`src/rtl/dff_pipe_scan_if.sv`:
```
// Signal bundle for dff_pipe_scan: advance/valid/data inputs, scan controls,
// and the registered outputs of the last stage.
`timescale 1ns/10ps
interface dff_pipe_scan_if #(
  parameter int WIDTH = 8
);
  logic             E;
  logic             VI;
  logic [WIDTH-1:0] D;
  logic             SE;
  logic             SI;
  logic [WIDTH-1:0] Q;
  logic             VO;
  logic             SO;

  modport master (
    output E, VI, D, SE, SI,
    input  Q, VO, SO
  );

  modport slave (
    input  E, VI, D, SE, SI,
    output Q, VO, SO
  );
endinterface

```
`src/rtl/dff_pipe_scan.sv`:
```
// WIDTH x DEPTH register pipeline with per-stage valid bits and a full scan
// chain through every data bit. The data stages are held as one flat vector
// with stage k in bits [k*WIDTH +: WIDTH], so the scan chain order
// (stage 0 bit 0 first, last stage MSB last) is simply that vector's bit order.
`timescale 1ns/10ps
module dff_pipe_scan #(
  parameter int               WIDTH     = 8,
  parameter int               DEPTH     = 3,
  parameter logic [WIDTH-1:0] RESET_VAL = '0
) (
  input  logic                CK,
  input  logic                R,
  dff_pipe_scan_if.slave      bus
);

  localparam int                 N       = WIDTH * DEPTH;
  localparam logic [N-1:0]       RST_VEC = {DEPTH{RESET_VAL}};

  logic [N-1:0]     stg_q;
  logic [DEPTH-1:0] vld_q;
  logic [N-1:0]     scan_nxt;
  logic [N-1:0]     pipe_nxt;
  logic [DEPTH-1:0] vld_nxt;

  // Next-state vectors for one scan shift and one pipeline advance. Loops
  // keep them legal for WIDTH=1 and DEPTH=1 where slices would go negative.
  always_comb begin
    scan_nxt    = '0;
    pipe_nxt    = '0;
    vld_nxt     = '0;
    scan_nxt[0] = bus.SI;
    for (int i = 1; i < N; i++) begin
      scan_nxt[i] = stg_q[i-1];
    end
    pipe_nxt[WIDTH-1:0] = bus.D;
    for (int i = WIDTH; i < N; i++) begin
      pipe_nxt[i] = stg_q[i-WIDTH];
    end
    vld_nxt[0] = bus.VI;
    for (int k = 1; k < DEPTH; k++) begin
      vld_nxt[k] = vld_q[k-1];
    end
  end

  // State update with priority reset > scan > advance > hold; valid bits
  // are outside the scan chain and hold while shifting.
  always_ff @(posedge CK) begin
    if (R) begin
      stg_q <= RST_VEC;
      vld_q <= '0;
    end else if (bus.SE) begin
      stg_q <= scan_nxt;
    end else if (bus.E) begin
      stg_q <= pipe_nxt;
      vld_q <= vld_nxt;
    end
  end

  assign bus.Q  = stg_q[N-1 -: WIDTH];
  assign bus.VO = vld_q[DEPTH-1];
  assign bus.SO = stg_q[N-1];

endmodule
```
`src/flat_wrapper.sv`:
```
// flat-port wrapper written by rule: the top's interface ports become plain ports
module dff_pipe_scan_flat 
#(
  parameter int               WIDTH     = 8,
  parameter int               DEPTH     = 3,
  parameter logic [WIDTH-1:0] RESET_VAL = '0
)
  (CK, R, bus_E, bus_VI, bus_D, bus_SE, bus_SI, bus_Q, bus_VO, bus_SO);
  dff_pipe_scan_if #(.WIDTH(WIDTH)) bus_i ();
  input  logic CK;
  input  logic R;
  input wire logic [$bits(bus_i.E)-1:0] bus_E;
  input wire logic [$bits(bus_i.VI)-1:0] bus_VI;
  input wire logic [$bits(bus_i.D)-1:0] bus_D;
  input wire logic [$bits(bus_i.SE)-1:0] bus_SE;
  input wire logic [$bits(bus_i.SI)-1:0] bus_SI;
  output wire logic [$bits(bus_i.Q)-1:0] bus_Q;
  output wire logic [$bits(bus_i.VO)-1:0] bus_VO;
  output wire logic [$bits(bus_i.SO)-1:0] bus_SO;
  assign bus_i.E = bus_E;
  assign bus_i.VI = bus_VI;
  assign bus_i.D = bus_D;
  assign bus_i.SE = bus_SE;
  assign bus_i.SI = bus_SI;
  assign bus_Q = bus_i.Q;
  assign bus_VO = bus_i.VO;
  assign bus_SO = bus_i.SO;
  dff_pipe_scan #(.WIDTH(WIDTH), .DEPTH(DEPTH), .RESET_VAL(RESET_VAL)) u_core (.CK(CK), .R(R), .bus(bus_i));
endmodule
```
`config.mk`:
```
export PLATFORM = sky130hd
export DESIGN_NAME = dff_pipe_scan_flat
export DESIGN_NICKNAME = d
export VERILOG_FILES = /design/src/rtl/dff_pipe_scan_if.sv /design/src/rtl/dff_pipe_scan.sv /design/src/flat_wrapper.sv
export SDC_FILE = /design/constraint.sdc
export NUM_CORES = 1
export LEC_CHECK = 0
export BUFFER_PORTS_ARGS = -buffer_cell sky130_fd_sc_hd__buf_2
export CAP_MARGIN = 20
export CORE_MARGIN = 2
export CORE_UTILIZATION = 33
export CTS_BUF_LIST = sky130_fd_sc_hd__clkbuf_16
export CTS_CLUSTER_DIAMETER = 80
export DETAILED_ROUTE_END_ITERATION = 10
export GPL_ROUTABILITY_DRIVEN = 0
export PLACE_DENSITY = 0.53
export REMOVE_ABC_BUFFERS = 1
export SETUP_SLACK_MARGIN = 0.4
export SLEW_MARGIN = 10
export SYNTH_ARGS = -nofsm -noshare
export SYNTH_HDL_FRONTEND = slang
export SYNTH_SLANG_ARGS = --single-unit
```
`constraint.sdc`:
```
create_clock -name CK -period 3.4 [get_ports CK]
set_clock_uncertainty 0.2 [all_clocks]
set_input_delay 0.68 -clock CK [delete_from_list [all_inputs] [get_ports CK]]
set_output_delay 0.68 -clock CK [all_outputs]
set_load 0.02 [all_outputs]
```
==> flow_results.org, run 1 <==
** Detailed routing
- Via total after detailed routing :: about 850
- The detailed router finished its first iteration with 9 violations.
- In the routed design, unresolved DRC markers number 0.
- The detail route stage leaves a number of antenna-violating nets equal to 0.
- The routed design has about 2200 µm of wire.
- Drt wl/cell :: 12.1 µm
- DR vias/cell :: 4.63
- Number of detailed-routing iterations run before antenna repair :: 4

** Power
- Of the total power, the share spent switching nets is 0.207.
- Dividing total power by cell area gives a power density of 433 nW/µm².
- In this run the static leakage power is approximately 0.75 nW.
- VDD IR-drop max :: about 0.00029 V
- Reg power frac :: 0.503
- Combinational power share :: 0.112
- Internal power contribution :: 525 µW
- For this design the total switching power over the nets is 137 µW.
- Of the total power, the clock network draws 0.385.

** Setup path
- STA classifies the critical path startpoint as an input pin.
- Among all stages on the critical path, the largest delay is contributed by sky130_fd_sc_hd__buf_2.
- STA classifies the critical path endpoint as a flop.
- Worst EP arrival :: around 1900 ps
- Kind of critical path :: input pin to flop
- Along the worst path, the maximum fanout reaches 25.
- Buf+Inv Stages, Crit Path :: 1
- Cells along the critical path :: buf_2 > mux2_2 > mux2i_1 > nor2_1
- Delay of the slowest cell on the worst path :: 580 ps
- For flop-to-flop paths, the worst setup slack is 2300 ps.
- Cell type group with the largest total delay on the critical path :: buffers and inverters
- Data on the critical path is required at its endpoint by ~3300 ps.

** Clock tree
- Count of clock tree sinks :: 27
- CTS tree :: built
- Cts repair resizes :: 0
- Buffers inserted to repair hold after CTS numbered 0.
- Clock tree synthesis selected as its root buffer the cell sky130_fd_sc_hd__clkbuf_16.
- After clock tree synthesis, the clock-pin slew on the worst setup and hold paths is 60 ps.
- TritonCTS created 3 clock buffers.
- The later pin in the worst-skew pair is clocked with a latency of between 200 and 300 ps.
- Number of buffers on the longest clock path :: 2
- Buffers added to address setup during post-CTS repair amount to 0.
- In this run the number of H-tree levels came out at 1.

** STA
- Endpoints failing setup :: 0
- Setup repair after global routing missed its margin :: false
- At the pin with the least slew margin, the transition time is 746 ps.
- The final number of max-transition violations was 0.
- The smallest clock period supported by the final layout is computed as around 1900 ps.
- Dividing the final minimum period by the clock period gives 0.566.
- Number of hold violations in the final report :: 0
- Measured against its own limit, the worst slew margin works out to 0.503.
- Setup Total Neg Slack :: 0 ps
- For this run, the top clock speed supported by timing is between 500 and 600 MHz.
- WHS :: roughly 300 ps

** GRT
- Entering global routing, the biggest net connects 28 pins.
- The initial antenna violation count was 0.
- In the global route stage, overall resource usage came out at 0.0980.
- The number of global-route vias before repair is 858.
- The first global-routing pass estimated 3940 µm of wire.
- After global routing the overflow that remains totals 0.

** Floorplan
- Initial cell density of the core :: 0.347
- Die Span X :: between 60 and 70 µm
- The die is 69.3 µm tall.
- Row count :: 23
- Number of top-level pins :: 24
- Die area :: 4800 µm²
- Placeable core region :: between 4000 and 5000 µm²

** Synthesis
- Yosys top cell area share :: 0.384
- The synthesized design contains 27 register bits.
- Count of different cell masters after synthesis :: 11
- In this run, synthesis inferred 0 flip-flops with an integrated enable.
- Ranked by total cell area, the synthesized netlist is headed by sky130_fd_sc_hd__dfxtp_1 38%, sky130_fd_sc_hd__mux2_4 21%, sky130_fd_sc_hd__mux2i_1 19%, sky130_fd_sc_hd__nor2_1 7.2%, sky130_fd_sc_hd__buf_4 5.3%.
- Summing every instance area after synthesis gives 1410 µm².
- Prevailing post-synth register cell :: sky130_fd_sc_hd__dfxtp_1
- Counting flops with an async set or reset pin after synthesis yields a share of 0.
- For this run, the register share of the synthesized area comes to 0.384.
- Post-synth top area cell :: sky130_fd_sc_hd__dfxtp_1
- Synthesis produced a netlist whose cell count is around 120.
- Syn Area/Cell :: approximately 11 µm²
- During synthesis, Yosys emitted a total of 0 warnings.
- After synthesis, the most frequently instantiated cells are 27 x sky130_fd_sc_hd__dfxtp_1, 27 x sky130_fd_sc_hd__mux2i_1, 27 x sky130_fd_sc_hd__nor2_1, 20 x sky130_fd_sc_hd__mux2_4, 10 x sky130_fd_sc_hd__buf_4.

** Run status
- Run status :: complete, no violations

** Finish
- Fraction of final layout cells with drive strength greater than 1 :: 0.381
- After the last flow step, the layout net total stands at 149.
- Final instance count without filler cells :: roughly 180
- The number of antenna diodes in the final layout is 0.
- Signed area change from the synthesized netlist to the final layout :: 8.62%
- Core utilization of the finished layout :: 0.377

** Flow run
- The tool flagged a number of max-cap violations equal to 0.

** Placement
- Cell count after placement :: 180
- Summed over all nets, the half-perimeter wirelength after detailed placement is between 1500 and 2000 µm.
- During placement, the flow inserted port buffers numbering 23.

** Worst hold path
- Kind of path behind the tightest hold check :: flop to flop
logic make-up (layout without fill, tap and decap cells):
logic type / Yosys count / in the layout / synth area share
flops: 27 / 27 / 0.384
simple gates: 28 / 28 / 0.0773
buf+inv: 17 / 28 / 0.101
mux: 51 / 51 / 0.437
cell type report:
type / count / area, µm²
multi-input cells: 79 / 724
well taps: 50 / 62.6
repair buffers: 24 / 123
fillers: 392 / 2530
clock buffers: 3 / 75.1
flip-flops and latches: 27 / 541
clock inverters: 1 / 3.75
state kept, by name, indices dropped and copies added, names as in the netlist:
signal / cells
u_core.vld_q: 3
u_core.stg_q: 24
worst min-delay path, cell delays in order (launching register included):
cell and delay (ps):
sky130_fd_sc_hd__dfxtp_1 330, sky130_fd_sc_hd__mux2i_1 70, sky130_fd_sc_hd__nor2_1 70
power by group through the flow:
stage	Sequential (mW)	Combinational, mW	Clock (mW)
5_1_grt	0.334	0.0805	0.282
3_3_place_gp	0.340	0.0739	0
6_report	0.333	0.0742	0.255
2_1_floorplan	0.339	0.0431	0
4_1_cts	0.333	0.0751	0.266
3_5_place_dp	0.340	0.0748	0
cell usage in the layout (no fill, tap or decap), drive strengths merged:
cell     n
inv      1
dfxtp   27
mux2i   27
nor2    27
mux2    24
and2b    1
buf     24
clkbuf   3
final timing paths:
kind / start / cells past startpoint / endpoint
worst max-delay path: bus_E / 4 / u_core.stg_q[19]
worst max register to register: u_core.stg_q[4] / 3 / u_core.stg_q[4]
worst min-delay path: u_core.vld_q[2] / 2 / u_core.vld_q[2]
worst min register to register: u_core.vld_q[2] / 2 / u_core.vld_q[2]
per-layer routing:
| metal | share of wire | GRT usage | vias up |
|---|---|---|---|
| li1 | - | - | 429 |
| met1 | 0.49 | 0.127 | 405 |
| met2 | 0.47 | 0.161 | 15 |
| met3 | 0.030 | 0.0203 | 2 |
| met4 | 0.0094 | 0.0327 | 0 |
| met5 | 0 | 0 | - |
metrics by stage:
| stage | setup slack, ps | power (mW) | cell area, µm² |
|---|---|---|---|
| floorplan | 1930 | 0.382 | 1260 |
| global placement | 1240 | 0.414 | 1450 |
| detailed placement | 1210 | 0.415 | 1450 |
| CTS | 1470 | 0.674 | 1530 |
| global route | 1400 | 0.697 | 1530 |
| finish | 1470 | 0.662 | 1530 |
No activity file was read; power rests on OpenSTA's default activity.
==> run 2: changes to the inputs <==
--- a/config.mk
+++ b/config.mk
@@ -13,7 +13,7 @@
 export CTS_CLUSTER_DIAMETER = 80
 export DETAILED_ROUTE_END_ITERATION = 10
 export GPL_ROUTABILITY_DRIVEN = 0
-export PLACE_DENSITY = 0.53
+export PLACE_DENSITY = 0.55
 export REMOVE_ABC_BUFFERS = 1
 export SETUP_SLACK_MARGIN = 0.4
 export SLEW_MARGIN = 10
==> constraint.sdc (replaced) <==
create_clock -name CK -period 1.5 [get_ports CK]
set_clock_uncertainty 0.2 [all_clocks]
set_input_delay 0.3 -clock CK [delete_from_list [all_inputs] [get_ports CK]]
set_output_delay 0.3 -clock CK [all_outputs]
set_load 0.02 [all_outputs]
==> run 2 against run 1 <==
Against the previous run:
- register-to-register slack got worse by 2000 ps
- hold slack got worse by 210 ps
- sequential share of layout area decreased by 4.0 points
- critical path depth decreased by 3
- sequential cell count unchanged
- utilization increased by 7.2 points
- via count increased by 5.6%
- die area unchanged
- largest cell class unchanged
==> flow_results.org, run 2 (synthesis results as in run 1) <==
** Run status
- The flow ran to the end, and the final reports show no timing, DRC or antenna violations.

** Clock tree
- CTS tree :: built
- The cts-stage hold buffer count came to 0 (unchanged).
- The tree is rooted in a sky130_fd_sc_hd__clkbuf_16.
- The largest buffer count on any clock path is 2 (unchanged).
- The maximum level of the CTS H-tree came to 1 (unchanged).
- TritonCTS Buffers :: 3 (unchanged)
- Clock-pin slew reported for the worst setup and hold paths after clock tree synthesis :: 70 ps (about the same)
- The number of sinks handled by clock tree synthesis came to 27 (unchanged).
- The clock insertion delay at the later pin of the skew report came to 260 ps (about the same).

** Setup path
- The delay of the slowest cell on the worst path came to 360 ps (-220 ps).
- Traced cell by cell, the critical path runs through buf_6.
- Buf+Inv Stages, Crit Path :: 1 (unchanged)
- Cell type group with the largest total delay on the critical path :: flip-flops
- Type of element launching the critical path :: flop
- Highest-delay cell along the critical path :: sky130_fd_sc_hd__dfxtp_2
- Critical path endpoint category :: output pin
- The critical path data arrival time is 740 ps (-1110 ps).
- Max Fanout on Critical Path :: 3 (-88%)
- The critical path required time was 1000 ps (-2320 ps).
- Kind of critical path :: flop to output pin

** Floorplan
- The core region area was 4060 µm² (unchanged).
- The die area was 4800 µm² (unchanged).
- Initial cell density of the core :: 0.347 (unchanged)
- The top-level port count was 24 (unchanged).
- The total number of placement rows came to 23 (unchanged).
- The die height was 69.3 µm (unchanged).
- The horizontal die dimension came to 69.3 µm (unchanged).

** Detailed routing
- Drt wl/cell :: 13.9 µm (+15%)
- Number of detailed-routing iterations run before antenna repair :: 3 (-1)
- Via total after detailed routing :: 899 (+5.6%)
- Routed wire length :: 2740 µm (+23%)
- DR vias/cell :: 4.56 (-1.3%)
- Count of nets left with antenna violations after detail routing :: 0 (unchanged)
- Detailed-route DRC error count :: 0 (unchanged)
- The initial DRC count came to 30 (+21).

** Placement
- Half-perimeter wire length after detailed placement :: 1760 µm (+11%)
- Pre-CTS WS :: 25.7 ps (-1180 ps)
- Number of input and output port buffers inserted :: 23 (unchanged)

** GRT
- The total track usage was 0.123 (+0.0251).
- The initial antenna violation count is 0 (unchanged).
- Global-route wire length before repair :: 4770 µm (+21%)
- Total congestion overflow :: 0 (unchanged)
- The number of global-route vias before repair was 989 (+15%).
- Largest net degree at the start of global routing :: 28 (unchanged)

** Finish
- Signed area change from the synthesized netlist to the final layout :: 29.3%
- Largest registers in the final layout :: u_core.stg_q x24, u_core.vld_q x3
- Final-stage net count :: 162 (+8.7%)
- Fraction of final layout cells with drive strength greater than 1 :: 0.612 (+0.232)
- The fill cell instance count of the final layout is 380 (-3.1%).
- Number of diodes :: 0 (unchanged)
- Largest reg by FF count :: u_core.stg_q
- The flip-flop count of the largest register, all copies and words added was 24 (unchanged).
- Core utilization of the finished layout :: 0.449 (+0.0718)
- Leading cell types in the layout, fill and taps excluded :: 27 x sky130_fd_sc_hd__mux2i_1, 27 x sky130_fd_sc_hd__nor2_1, 24 x sky130_fd_sc_hd__dfxtp_2

** Flow run
- The max-capacitance violation count was 0 (unchanged).

** Power
- The maximum VDD drop came to 0.000662 V (+130%).
- The leakage power figure was 0.873 nW (+16%).
- The power density over the cells came to 877 nW/µm² (+100%).

** STA
- Part of the cycle the worst path needs :: 0.826
- The final sum of negative setup slack came to 0 ps (unchanged).
- Setup repair after global routing could not meet its margin everywhere.
- For this run, the top clock speed supported by timing is about 810 MHz.
- The final hold violation count is 0 (unchanged).
- Least-Margin Pin Slew :: 524 ps (-222 ps)
- The final number of max-transition violations was 0 (unchanged).
- Minimum clock period after layout :: between 1000 and 1500 ps
- Max-slew headroom at the worst pin :: 0.651 (+0.148)
- The final count of negative-setup-slack endpoints was 0 (unchanged).
- PnR worst setup slack :: 261 ps (-1210 ps)

** Worst hold path
- Kind of path behind the tightest hold check :: input pin to flop
## run 2: changes by cell type in the layout (fill, tap and decap cells not counted), moves of 2 or more
| cell | previous run | this run |
|---|---|---|
| sky130_fd_sc_hd__buf_4 | 1 | 7 |
| sky130_fd_sc_hd__mux2_2 | 4 | 2 |
| sky130_fd_sc_hd__mux2_4 | 20 | 22 |
| sky130_fd_sc_hd__buf_2 | 23 | 12 |
| sky130_fd_sc_hd__dfxtp_1 | 27 | 3 |
| sky130_fd_sc_hd__buf_6 | 0 | 13 |
| sky130_fd_sc_hd__buf_12 | 0 | 3 |
| sky130_fd_sc_hd__dfxtp_2 | 0 | 24 |
| sky130_fd_sc_hd__buf_16 | 0 | 2 |
## run 2: per-stage QoR
stage	cells	area (µm²)	hold WS, ps	total power [mW]
2_1_floorplan	106	1260	172	0.866
3_3_place_gp	183	1500	269	0.953
3_5_place_dp	183	1500	296	0.958
4_1_cts	194	1770	87.3	1.61
5_1_grt	197	1820	119	1.66
6_report	197	1820	89.6	1.60
## run 2: timing repair
action,in CTS,in global routing
pin swaps,0,0
endpoints found under the setup margin,37,36
gates cloned,2,0
resized for setup,43,13
setup buffers,5,3
## run 2: final timing paths
check | slack (ps) | end | startpoint | cells past startpoint
setup / recovery | 260 | bus_Q[0] | u_core.stg_q[16] | 1
setup reg to reg | 290 | u_core.stg_q[18] | u_core.stg_q[18] | 4
hold reg to reg | 310 | u_core.stg_q[15] | u_core.stg_q[14] | 2
hold / removal | 90 | u_core.vld_q[0] | bus_VI | 3
## run 2: final cells by class
class                      instances  area (µm²)  area share
timing repair buffer              37         374       0.205
clock inverter                     1        5.00     0.00275
tap                               50        62.6      0.0344
sequential                        27         571       0.313
multi-input combinational         79         733       0.403
clock buffer                       3        75.1      0.0412
## run 2: where the power goes
part | leakage (nW) | internal (mW) | switching [mW]
logic | 0.602 | 0.135 | 0.0861
clock network | 0.0409 | 0.360 | 0.255
registers | 0.230 | 0.742 | 0.0179
total | 0.873 | 1.24 | 0.359
## run 2: metal layers
| metal | global-route usage | up-vias | part of all wire |
|---|---|---|---|
| met3 | 0.0305 | 0 | 0.019 |
| met2 | 0.208 | 13 | 0.49 |
| met4 | 0.0327 | 0 | 0 |
| met5 | 0 | - | 0 |
| li1 | - | 457 | - |
| met1 | 0.155 | 429 | 0.49 |
